### config.mk
export PLATFORM = sky130hd
export DESIGN_NAME = result_bus_arbiter_flat
export DESIGN_NICKNAME = d
export VERILOG_FILES = /design/src/rtl/result_bus_arbiter_if.sv /design/src/rtl/result_bus_arbiter.sv /design/src/flat_wrapper.sv
export SDC_FILE = /design/constraint.sdc
export NUM_CORES = 1
export LEC_CHECK = 0
export CAP_MARGIN = 20
export CORE_MARGIN = 8
export CORE_UTILIZATION = 55
export CTS_BUF_LIST = sky130_fd_sc_hd__clkbuf_16
export CTS_CLUSTER_DIAMETER = 200
export DETAILED_ROUTE_END_ITERATION = 10
export PLACE_DENSITY = 0.85
export SYNTH_ARGS = -nofsm -noshare
export SYNTH_HDL_FRONTEND = slang
export SYNTH_SLANG_ARGS = --single-unit
### constraint.sdc
create_clock -name clk -period 9.8 [get_ports clk]
set_input_delay 0.98 -clock clk [delete_from_list [all_inputs] [get_ports clk]]
set_output_delay 0.98 -clock clk [all_outputs]
set_load 0.005 [all_outputs]
### src/rtl/result_bus_arbiter_if.sv
// Result uop / branch types and the source-side and bus-side bundle of result_bus_arbiter.
// The arbiter uses the slave modport; whoever feeds sources and watches the buses uses master.
package result_bus_pkg;
  localparam int SQN_W = 7;

  typedef struct packed {
    logic [6:0]       tagDst;
    logic [5:0]       nmDst;
    logic [SQN_W-1:0] sqN;
    logic [31:0]      result;
    logic [3:0]       flags;
  } RES_UOp;

  typedef struct packed {
    logic             taken;
    logic [SQN_W-1:0] sqN;
  } BranchProv;
endpackage

interface result_bus_arbiter_if #(
  parameter int NUM_SRC = 4,
  parameter int NUM_BUS = 2
);
  import result_bus_pkg::*;

  logic [NUM_SRC-1:0] IN_valid;
  RES_UOp             IN_res [NUM_SRC];
  logic [NUM_SRC-1:0] OUT_stall;
  BranchProv          IN_branch;
  logic [NUM_BUS-1:0] OUT_resultValid;
  RES_UOp             OUT_resultUOp [NUM_BUS];

  modport master (
    output IN_valid, IN_res, IN_branch,
    input  OUT_stall, OUT_resultValid, OUT_resultUOp
  );

  modport slave (
    input  IN_valid, IN_res, IN_branch,
    output OUT_stall, OUT_resultValid, OUT_resultUOp
  );
endinterface

### src/rtl/result_bus_arbiter.sv
// Buffers FU results in per-source FIFOs and broadcasts up to NUM_BUS per cycle, round-robin.
// Optional statistics counters are built when RESULT_ARB_STATS_EN is defined.
module result_bus_arbiter
  import result_bus_pkg::*;
#(
  parameter int NUM_SRC    = 4,
  parameter int NUM_BUS    = 2,
  parameter int FIFO_DEPTH = 2
) (
  input  logic clk,
  input  logic rst,
  result_bus_arbiter_if.slave res_bus
`ifdef RESULT_ARB_STATS_EN
  ,
  output logic [31:0] OUT_statStallCycles [NUM_SRC],
  output logic [31:0] OUT_statFlushed
`endif
);

  localparam int PTR_W = (FIFO_DEPTH > 1) ? $clog2(FIFO_DEPTH) : 1;
  localparam int CNT_W = PTR_W + 1;
  localparam int SRC_W = (NUM_SRC > 1) ? $clog2(NUM_SRC) : 1;
  localparam int BUS_W = (NUM_BUS > 1) ? $clog2(NUM_BUS) : 1;
  localparam int NG_W  = $clog2(NUM_BUS + 1);

  RES_UOp                mem     [NUM_SRC][FIFO_DEPTH];
  logic [FIFO_DEPTH-1:0] ent_vld [NUM_SRC];
  logic [FIFO_DEPTH-1:0] ent_hit [NUM_SRC];
  logic [PTR_W-1:0]      rd_ptr  [NUM_SRC];
  logic [PTR_W-1:0]      wr_ptr  [NUM_SRC];
  logic [CNT_W-1:0]      count   [NUM_SRC];
  logic [SRC_W-1:0]      rr;
  logic [SRC_W-1:0]      rr_next;

  logic [NUM_SRC-1:0] stall;
  logic [NUM_SRC-1:0] head_live;
  logic [NUM_SRC-1:0] head_dead;
  logic [NUM_SRC-1:0] push;
  logic [NUM_SRC-1:0] in_hit;
  logic [NUM_SRC-1:0] grant;
  logic [NUM_SRC-1:0] pop;
  RES_UOp             head    [NUM_SRC];
  logic [NUM_BUS-1:0] bus_valid;
  logic [SRC_W-1:0]   bus_src [NUM_BUS];
  RES_UOp             bus_uop [NUM_BUS];
  logic [SRC_W-1:0]   last_src;
  logic               got_grant;

  // Younger than the branch means a positive wrapped distance in SqN arithmetic.
  function automatic logic is_younger(input logic [SQN_W-1:0] sq, input BranchProv br);
    logic [SQN_W-1:0] diff;
    diff = sq - br.sqN;
    return br.taken && !diff[SQN_W-1] && (diff != '0);
  endfunction

  always_comb begin
    for (int k = 0; k < NUM_SRC; k++) begin
      stall[k]     = (count[k] == CNT_W'(FIFO_DEPTH));
      head[k]      = mem[k][rd_ptr[k]];
      head_live[k] = (count[k] != '0) && ent_vld[k][rd_ptr[k]]
                     && !is_younger(head[k].sqN, res_bus.IN_branch);
      head_dead[k] = (count[k] != '0) && !head_live[k];
      in_hit[k]    = res_bus.IN_valid[k] && !stall[k]
                     && is_younger(res_bus.IN_res[k].sqN, res_bus.IN_branch);
      push[k]      = res_bus.IN_valid[k] && !stall[k] && !in_hit[k];
      for (int d = 0; d < FIFO_DEPTH; d++) begin
        ent_hit[k][d] = ent_vld[k][d] && is_younger(mem[k][d].sqN, res_bus.IN_branch);
      end
    end
  end

  assign res_bus.OUT_stall = stall;

  // Scan live heads from rr upward; the j-th winner drives bus j. Dead heads drain without a bus.
  always_comb begin
    logic [SRC_W:0]   sum;
    logic [SRC_W-1:0] idx;
    logic [NG_W-1:0]  n_grant;
    grant     = '0;
    bus_valid = '0;
    last_src  = rr;
    got_grant = 1'b0;
    n_grant   = '0;
    sum       = '0;
    idx       = '0;
    for (int b = 0; b < NUM_BUS; b++) begin
      bus_src[b] = '0;
    end
    for (int i = 0; i < NUM_SRC; i++) begin
      sum = {1'b0, rr} + (SRC_W+1)'(i);
      if (sum >= (SRC_W+1)'(NUM_SRC)) begin
        sum = sum - (SRC_W+1)'(NUM_SRC);
      end
      idx = sum[SRC_W-1:0];
      if (head_live[idx] && (n_grant < NG_W'(NUM_BUS))) begin
        grant[idx]                        = 1'b1;
        bus_valid[n_grant[BUS_W-1:0]]     = 1'b1;
        bus_src[n_grant[BUS_W-1:0]]       = idx;
        last_src                          = idx;
        got_grant                         = 1'b1;
        n_grant                           = n_grant + NG_W'(1);
      end
    end
    pop = grant | head_dead;
    if (!got_grant) begin
      rr_next = rr;
    end else if (last_src == SRC_W'(NUM_SRC - 1)) begin
      rr_next = '0;
    end else begin
      rr_next = last_src + SRC_W'(1);
    end
    for (int b = 0; b < NUM_BUS; b++) begin
      bus_uop[b] = head[bus_src[b]];
    end
  end

  always_ff @(posedge clk) begin
    for (int k = 0; k < NUM_SRC; k++) begin
      if (rst && push[k]) begin
        mem[k][wr_ptr[k]] <= res_bus.IN_res[k];
      end
    end
  end

  // Pop clears the slot's valid bit, so a set bit always marks an occupied, live entry.
  always_ff @(posedge clk) begin
    if (!rst) begin
      for (int k = 0; k < NUM_SRC; k++) begin
        rd_ptr[k]  <= '0;
        wr_ptr[k]  <= '0;
        count[k]   <= '0;
        ent_vld[k] <= '0;
      end
      rr <= '0;
    end else begin
      for (int k = 0; k < NUM_SRC; k++) begin
        ent_vld[k] <= ent_vld[k] & ~ent_hit[k];
        if (pop[k]) begin
          ent_vld[k][rd_ptr[k]] <= 1'b0;
          rd_ptr[k]             <= rd_ptr[k] + PTR_W'(1);
        end
        if (push[k]) begin
          ent_vld[k][wr_ptr[k]] <= 1'b1;
          wr_ptr[k]             <= wr_ptr[k] + PTR_W'(1);
        end
        if (push[k] && !pop[k]) begin
          count[k] <= count[k] + CNT_W'(1);
        end else if (!push[k] && pop[k]) begin
          count[k] <= count[k] - CNT_W'(1);
        end
      end
      rr <= rr_next;
    end
  end

  always_ff @(posedge clk) begin
    if (!rst) begin
      res_bus.OUT_resultValid <= '0;
      for (int b = 0; b < NUM_BUS; b++) begin
        res_bus.OUT_resultUOp[b] <= '0;
      end
    end else begin
      for (int b = 0; b < NUM_BUS; b++) begin
        res_bus.OUT_resultValid[b] <= bus_valid[b]
                                      && !is_younger(bus_uop[b].sqN, res_bus.IN_branch);
        if (bus_valid[b]) begin
          res_bus.OUT_resultUOp[b] <= bus_uop[b];
        end
      end
    end
  end

`ifdef RESULT_ARB_STATS_EN
  logic [31:0] flush_now;

  always_comb begin
    flush_now = '0;
    for (int k = 0; k < NUM_SRC; k++) begin
      flush_now = flush_now + 32'(in_hit[k]);
      for (int d = 0; d < FIFO_DEPTH; d++) begin
        flush_now = flush_now + 32'(ent_hit[k][d]);
      end
    end
  end

  // Saturating counters: they stick at all-ones rather than wrapping.
  always_ff @(posedge clk) begin
    logic [32:0] flush_sum;
    flush_sum = {1'b0, OUT_statFlushed} + {1'b0, flush_now};
    if (!rst) begin
      OUT_statFlushed <= '0;
      for (int k = 0; k < NUM_SRC; k++) begin
        OUT_statStallCycles[k] <= '0;
      end
    end else begin
      OUT_statFlushed <= flush_sum[32] ? '1 : flush_sum[31:0];
      for (int k = 0; k < NUM_SRC; k++) begin
        if (res_bus.IN_valid[k] && stall[k] && (OUT_statStallCycles[k] != '1)) begin
          OUT_statStallCycles[k] <= OUT_statStallCycles[k] + 32'd1;
        end
      end
    end
  end
`endif

endmodule

### src/flat_wrapper.sv
// flat-port wrapper written by rule: the top's interface ports become plain ports
module result_bus_arbiter_flat import result_bus_pkg::*;
#(
  parameter int NUM_SRC    = 4,
  parameter int NUM_BUS    = 2,
  parameter int FIFO_DEPTH = 2
)
  (clk, rst, res_bus_IN_valid, res_bus_IN_res, res_bus_IN_branch, res_bus_OUT_stall, res_bus_OUT_resultValid, res_bus_OUT_resultUOp);
  result_bus_arbiter_if #(.NUM_SRC(NUM_SRC), .NUM_BUS(NUM_BUS)) res_bus_i ();
  input  logic clk;
  input  logic rst;
  input wire logic [$bits(res_bus_i.IN_valid)-1:0] res_bus_IN_valid;
  input wire logic [$bits(res_bus_i.IN_res)-1:0] res_bus_IN_res;
  input wire logic [$bits(res_bus_i.IN_branch)-1:0] res_bus_IN_branch;
  output wire logic [$bits(res_bus_i.OUT_stall)-1:0] res_bus_OUT_stall;
  output wire logic [$bits(res_bus_i.OUT_resultValid)-1:0] res_bus_OUT_resultValid;
  output wire logic [$bits(res_bus_i.OUT_resultUOp)-1:0] res_bus_OUT_resultUOp;
  assign res_bus_i.IN_valid = res_bus_IN_valid;
  assign res_bus_i.IN_res = {>>{res_bus_IN_res}};
  assign res_bus_i.IN_branch = res_bus_IN_branch;
  assign res_bus_OUT_stall = res_bus_i.OUT_stall;
  assign res_bus_OUT_resultValid = res_bus_i.OUT_resultValid;
  assign res_bus_OUT_resultUOp = {>>{res_bus_i.OUT_resultUOp}};
  result_bus_arbiter #(.NUM_SRC(NUM_SRC), .NUM_BUS(NUM_BUS), .FIFO_DEPTH(FIFO_DEPTH)) u_core (.clk(clk), .rst(rst), .res_bus(res_bus_i));
endmodule
# Word-level counts from Yosys, hierarchy flattened
# Memories as Yosys holds them, arrays and structs flattened.
# Cells that the tools add are included.
# W data, S select, Z words.
# classes
add_sub_neg,44
mux,214
n_reduce_logical,173
eq_ne,5
magnitude_cmp,57
n_bitwise,64
# ops
cell,n
$mux W56,20
$mux W112,4
$bmux W56 S2,2
$demux W56 S1,4
$reduce_bool A7 Y1,18
$sub A7 B7 Y7,18
$mux W1,114
$logic_and A1 B1 Y1,107
$mux W2,38
$logic_not A1 Y1,44
$or A1 B1 Y1,36
$mux W4,7
$lt A1 B2 Y1 const B,12
$ge A2 B2 Y1 const B,11
$not A1 Y2,11
$or A4 B4 Y4,4
$sub A2 B1 Y2 const B,8
$ge A3 B3 Y1 const B,5
$lt A2 B1 Y1 const B,7
$add A2 B1 Y2 const B,6
$bwmux W4,3
$lt A2 B3 Y1 const B,4
$demux W1 S1,11
$ge A1 B1 Y1 const B,11
17 further kinds,52
# totals
n_memories,5
ramBits,472
elab_cells,574
output_inout_bits,118
in_bits,238
register_bits,116
# memory_table
name,words,width,read_ports,rd_clocked_by_memory_dff,write_ports,line,source
u_core.mem,4,112,4,0,4,result_bus_arbiter.sv:26,RES_UOp mem [NUM_SRC][FIFO_DEPTH];
u_core.count,4,2,4,0,4,result_bus_arbiter.sv:31,logic [CNT_W-1:0] count [NUM_SRC];
u_core.ent_vld,4,2,4,0,4,result_bus_arbiter.sv:27,logic [FIFO_DEPTH-1:0] ent_vld [NUM_SRC];
u_core.rd_ptr,4,1,4,0,4,result_bus_arbiter.sv:29,logic [PTR_W-1:0] rd_ptr [NUM_SRC];
u_core.wr_ptr,4,1,4,0,4,result_bus_arbiter.sv:30,logic [PTR_W-1:0] wr_ptr [NUM_SRC];

# Longest topological paths before layout
# An unclocked memory read counts as a cell.
# logic_depth
word_depth,37
depth_mapped,39
depth_no_buf,33

# Least setup slack after synthesis
# No wires, ideal clock.
# synth_timing
path_type,register to register
start,memory u_core.rd_ptr[0][1] (netlist bit)
end,register u_core.res_bus.OUT_resultValid[1]
synth_period_minus_slack_ns,8.227
arrival_time_ns,8.150
path_stages_with_launch,39
n_path_buf,6
slack_ns,1.573
path_cell_list,edfxtp_1 buf_2 buf_1 buf_1 mux2i_1 ha_1 inv_1 fa_1 a21o_1 a2111oi_0 o221ai_1 a21o_1 a21boi_1 mux4_2 buf_6 ha_1 clkbuf_1 nor2_1 [3 not listed] o31a_1 clkbuf_1 nor2_1 mux2_2 inv_1 ha_1 nor2b_1 o21ai_0 nand2b_1 a21o_1 a21oi_1 xnor2_1 o41ai_1 nor2_1 inv_1 a21oi_1 a22o_1 nor3_1
# synth_rtl
item,line,source
"start, declared",result_bus_arbiter.sv:29,
"end signal, assigned by index",result_bus_arbiter.sv:164,res_bus.OUT_resultValid[b] <= bus_valid[b]
"end, declared",result_bus_arbiter_if.sv:40,"output OUT_stall, OUT_resultValid, OUT_resultUOp"

==> results_dict.tcl <==
set metrics [dict create \
    synth_edf_count 467 \
    grt_setup_unrepaired "no" \
    vias 22400 \
    track_usage 0.296 \
    ys_warn_count 0 \
    io_buffer_count 355 \
    dp.cells 3292 \
    grt_pass1_vias 23200 \
    grt_pass1_wl_um 142000 \
    drive_above_1_share 0.163 \
    synth_async_sr_flop_share 0 \
    clock-root-buffer "clkbuf_16" \
    syn_inst 2302 \
    place.detailed.hpwl_um 62900 \
    clk_pin_slew_ps 60 \
    power_mw 11.4 \
    ctsHoldBuffers 0 \
    drv_slew 0 \
    gp_congestion 0.923 \
    cap_viol_max_count 0 \
    drt_iter0_drc 2419 \
    endpoint_kind "flop" \
    firstDrtPassIters 6 \
    synth.mux.area_fraction 0.148 \
    cp-start-kind "flop" \
    gr-total-overflow 0 \
    cpMaxStageDelayCell "nor2_1" \
    cts_max_level 2 \
    p_leak_nw 13.3 \
    synth-seq-cells 588 \
    ys_seq_area_frac 0.546 \
    core_area_sq_um 54700 \
    setup_slack_ps 598 \
    synth_xor_area_frac 0.0291 \
    nFillCells 3785 \
    worstPathArrival_ps 9730 \
    drc_errors 0 \
    wl_per_cell_um 28.0 \
    setup_viol 0 \
    outcome "complete, no violations" \
    cts.sinks 588 \
    power.density_nw_per_um2 313 \
    utilization 0.668 \
    syn_area_per_cell_sq_um 13.1 \
    yosysTopAreaCellShare 0.465 \
    final_net_count 3039 \
    synth_top_family_by_area "multiplexers" \
    instances_no_fill 3434 \
    fmax_mhz 109 \
    reg2regPathDepth 32 \
    synth_fa_ha_area_frac 0.0649 \
    cp_max_fo 10 \
    clockBufferDepth 3 \
    syn-cell-area_sq_um 30100 \
    syn_to_final_growth_pct 21.1 \
    ios 356 \
    routed_wl_um 96000 \
    finalClockSkew_ps 52.7 \
    slew_headroom 0.243 \
    synth.distinct_cells 86 \
    die-area_sq_um 62500 \
    min_period_ps 9200 \
    pre_cts_slack_ps 213 \
    cts_tree "yes" \
    layout_common_cells "467 x edfxtp_1, 354 x clkdlybuf4s50_1, 218 x mux2_2, 146 x mux2i_1, 127 x a21oi_1" \
    ys.flop_type "edfxtp_1" \
    die_height_um 250 \
    synth-simple-area-share 0.0611 \
    grt_antenna_before_repair 23 \
    synth_compound_area_frac 0.119 \
    placement_rows 86 \
    cts_buffers 59 \
    start_util 0.551 \
    cp.required_ps 10330 \
    hold_viol 0 \
    holdCritPathClass "reg2reg" \
    chipWidth_um 250 \
    ant_nets 0 \
    clk_latency_ps 650 \
    worstSetupPathType "reg2reg" \
    final_common_cell "edfxtp_1" \
    yosysTopAreaCell "edfxtp_1" \
    ir_drop_mv 0.328 \
    holdPathStages 1 \
    setup_tns_ps 0 \
    ys_top_cells_by_area "edfxtp_1 47%, mux2_2 8.1%, dfxtp_1 8.0%" \
    tightest_slew_ps 1140 \
    min_period_over_period 0.939 \
    grt_max_degree 64 \
    slowest_delay_ps 620 \
    avgViaCountPerCell 6.51 \
]
[path summary, 6_finish.rpt]
path	from	endpoint	slack, ps
min	u_core.res_bus.OUT_resultUOp[3]	u_core.res_bus.OUT_resultUOp[3]	500
max	u_core.rd_ptr[0][0]	u_core.res_bus.OUT_resultValid[1]	600
min reg2reg	u_core.res_bus.OUT_resultUOp[3]	u_core.res_bus.OUT_resultUOp[3]	500
max reg2reg	u_core.rd_ptr[0][0]	u_core.res_bus.OUT_resultValid[1]	600
[sequential cells by signal (all words and copies together), names as in the netlist]
signal / count
u_core.mem: 448
u_core.rd_ptr: 4
u_core.count: 8
u_core.res_bus.OUT_resultValid: 2
u_core.res_bus.OUT_resultUOp: 112
u_core.ent_vld: 8
u_core.rr: 2
u_core.wr_ptr: 4
[worst max-delay path, delay by kind of cell, from the launching register on]
| kind | cells | cell delay [ps] |
|---|---|---|
| buffers and inverters | 3 | 190 |
| adder cells (fa/ha/maj) | 4 | 1260 |
| XOR/XNOR | 1 | 80 |
| flip-flops | 1 | 560 |
| AND/OR/NAND/NOR | 9 | 1960 |
| multiplexers | 3 | 1470 |
| AO/OA/AOI/OAI | 12 | 3510 |
[power by group]
part	internal, mW	switching [mW]
clock network	1.27	0.969
registers	3.12	0.261
logic	2.39	3.40
[synthesized netlist by cell type, types with 4 or more instances]
| library cell | count |
|---|---|
| a2111oi_0 | 5 |
| a211o_1 | 5 |
| a21o_1 | 26 |
| a21oi_1 | 128 |
| a221o_1 | 52 |
| a221oi_1 | 16 |
| a221oi_2 | 44 |
| a22oi_1 | 5 |
| a41o_1 | 5 |
| and3_1 | 9 |
| buf_1 | 12 |
| buf_2 | 18 |
| buf_6 | 7 |
| clkbuf_1 | 84 |
| dfxtp_1 | 121 |
| edfxtp_1 | 467 |
| fa_1 | 18 |
| ha_1 | 126 |
| inv_1 | 85 |
| mux2_1 | 37 |
| mux2_2 | 218 |
| mux2i_1 | 146 |
| nand2_1 | 55 |
| nand2b_1 | 22 |
| nand3_1 | 23 |
| nand3b_1 | 6 |
| nand4_1 | 16 |
| nor2_1 | 67 |
| nor2b_1 | 24 |
| nor3_1 | 112 |
| nor3b_1 | 6 |
| nor4_1 | 5 |
| o2111ai_1 | 6 |
| o21a_1 | 4 |
| o21ai_0 | 103 |
| o21ai_1 | 7 |
| o21bai_1 | 12 |
| o22ai_1 | 7 |
| o311ai_0 | 11 |
| or3_1 | 6 |
| xnor2_1 | 61 |
| xor2_1 | 39 |
[kinds of logic after synthesis]
logic type | count (synthesis)
flip-flops | 588
AO/OA/AOI/OAI | 478
multiplexers | 407
AND/OR/NAND/NOR | 364
buffers and inverters | 218
adder cells (fa/ha/maj) | 146
XOR/XNOR | 100
other | 1
[layout make-up]
cell class,count,area (sq um),share of cell area
Clock buffer,60,1500,0.0411
Inverter,89,335,0.00919
Antenna cell,24,60.1,0.00165
Timing Repair Buffer,418,4040,0.111
Clock inverter,50,414,0.0113
Sequential cell,588,16400,0.451
Tap cell,704,881,0.0241
Multi-Input combinational cell,1501,12800,0.351
[what timing repair did]
| action | 4_1_cts | 5_1_grt |
|---|---|---|
| buffers inserted | 0 | 7 |
| endpoints found under the setup margin | 0 | 1 |
| gates resized for setup | 0 | 0 |
[metrics by stage]
step                      hold WS, ps  cell area [sq um]
final                             500              36500
after floorplan                   465              30200
after global routing              515              36500
after global placement            471              34400
after detailed placement          477              34400
after CTS                         498              36400
[layer usage]
layer,part of all wire,vias up,global-route usage,routed length (um)
met4,0.057,0,0.166,5480
met1,0.37,11000,0.361,35800
met3,0.092,324,0.0569,8870
met2,0.48,1413,0.492,45800
li1,-,9592,-,-
met5,0,-,0,0
(Power assumes the default switching activity.)
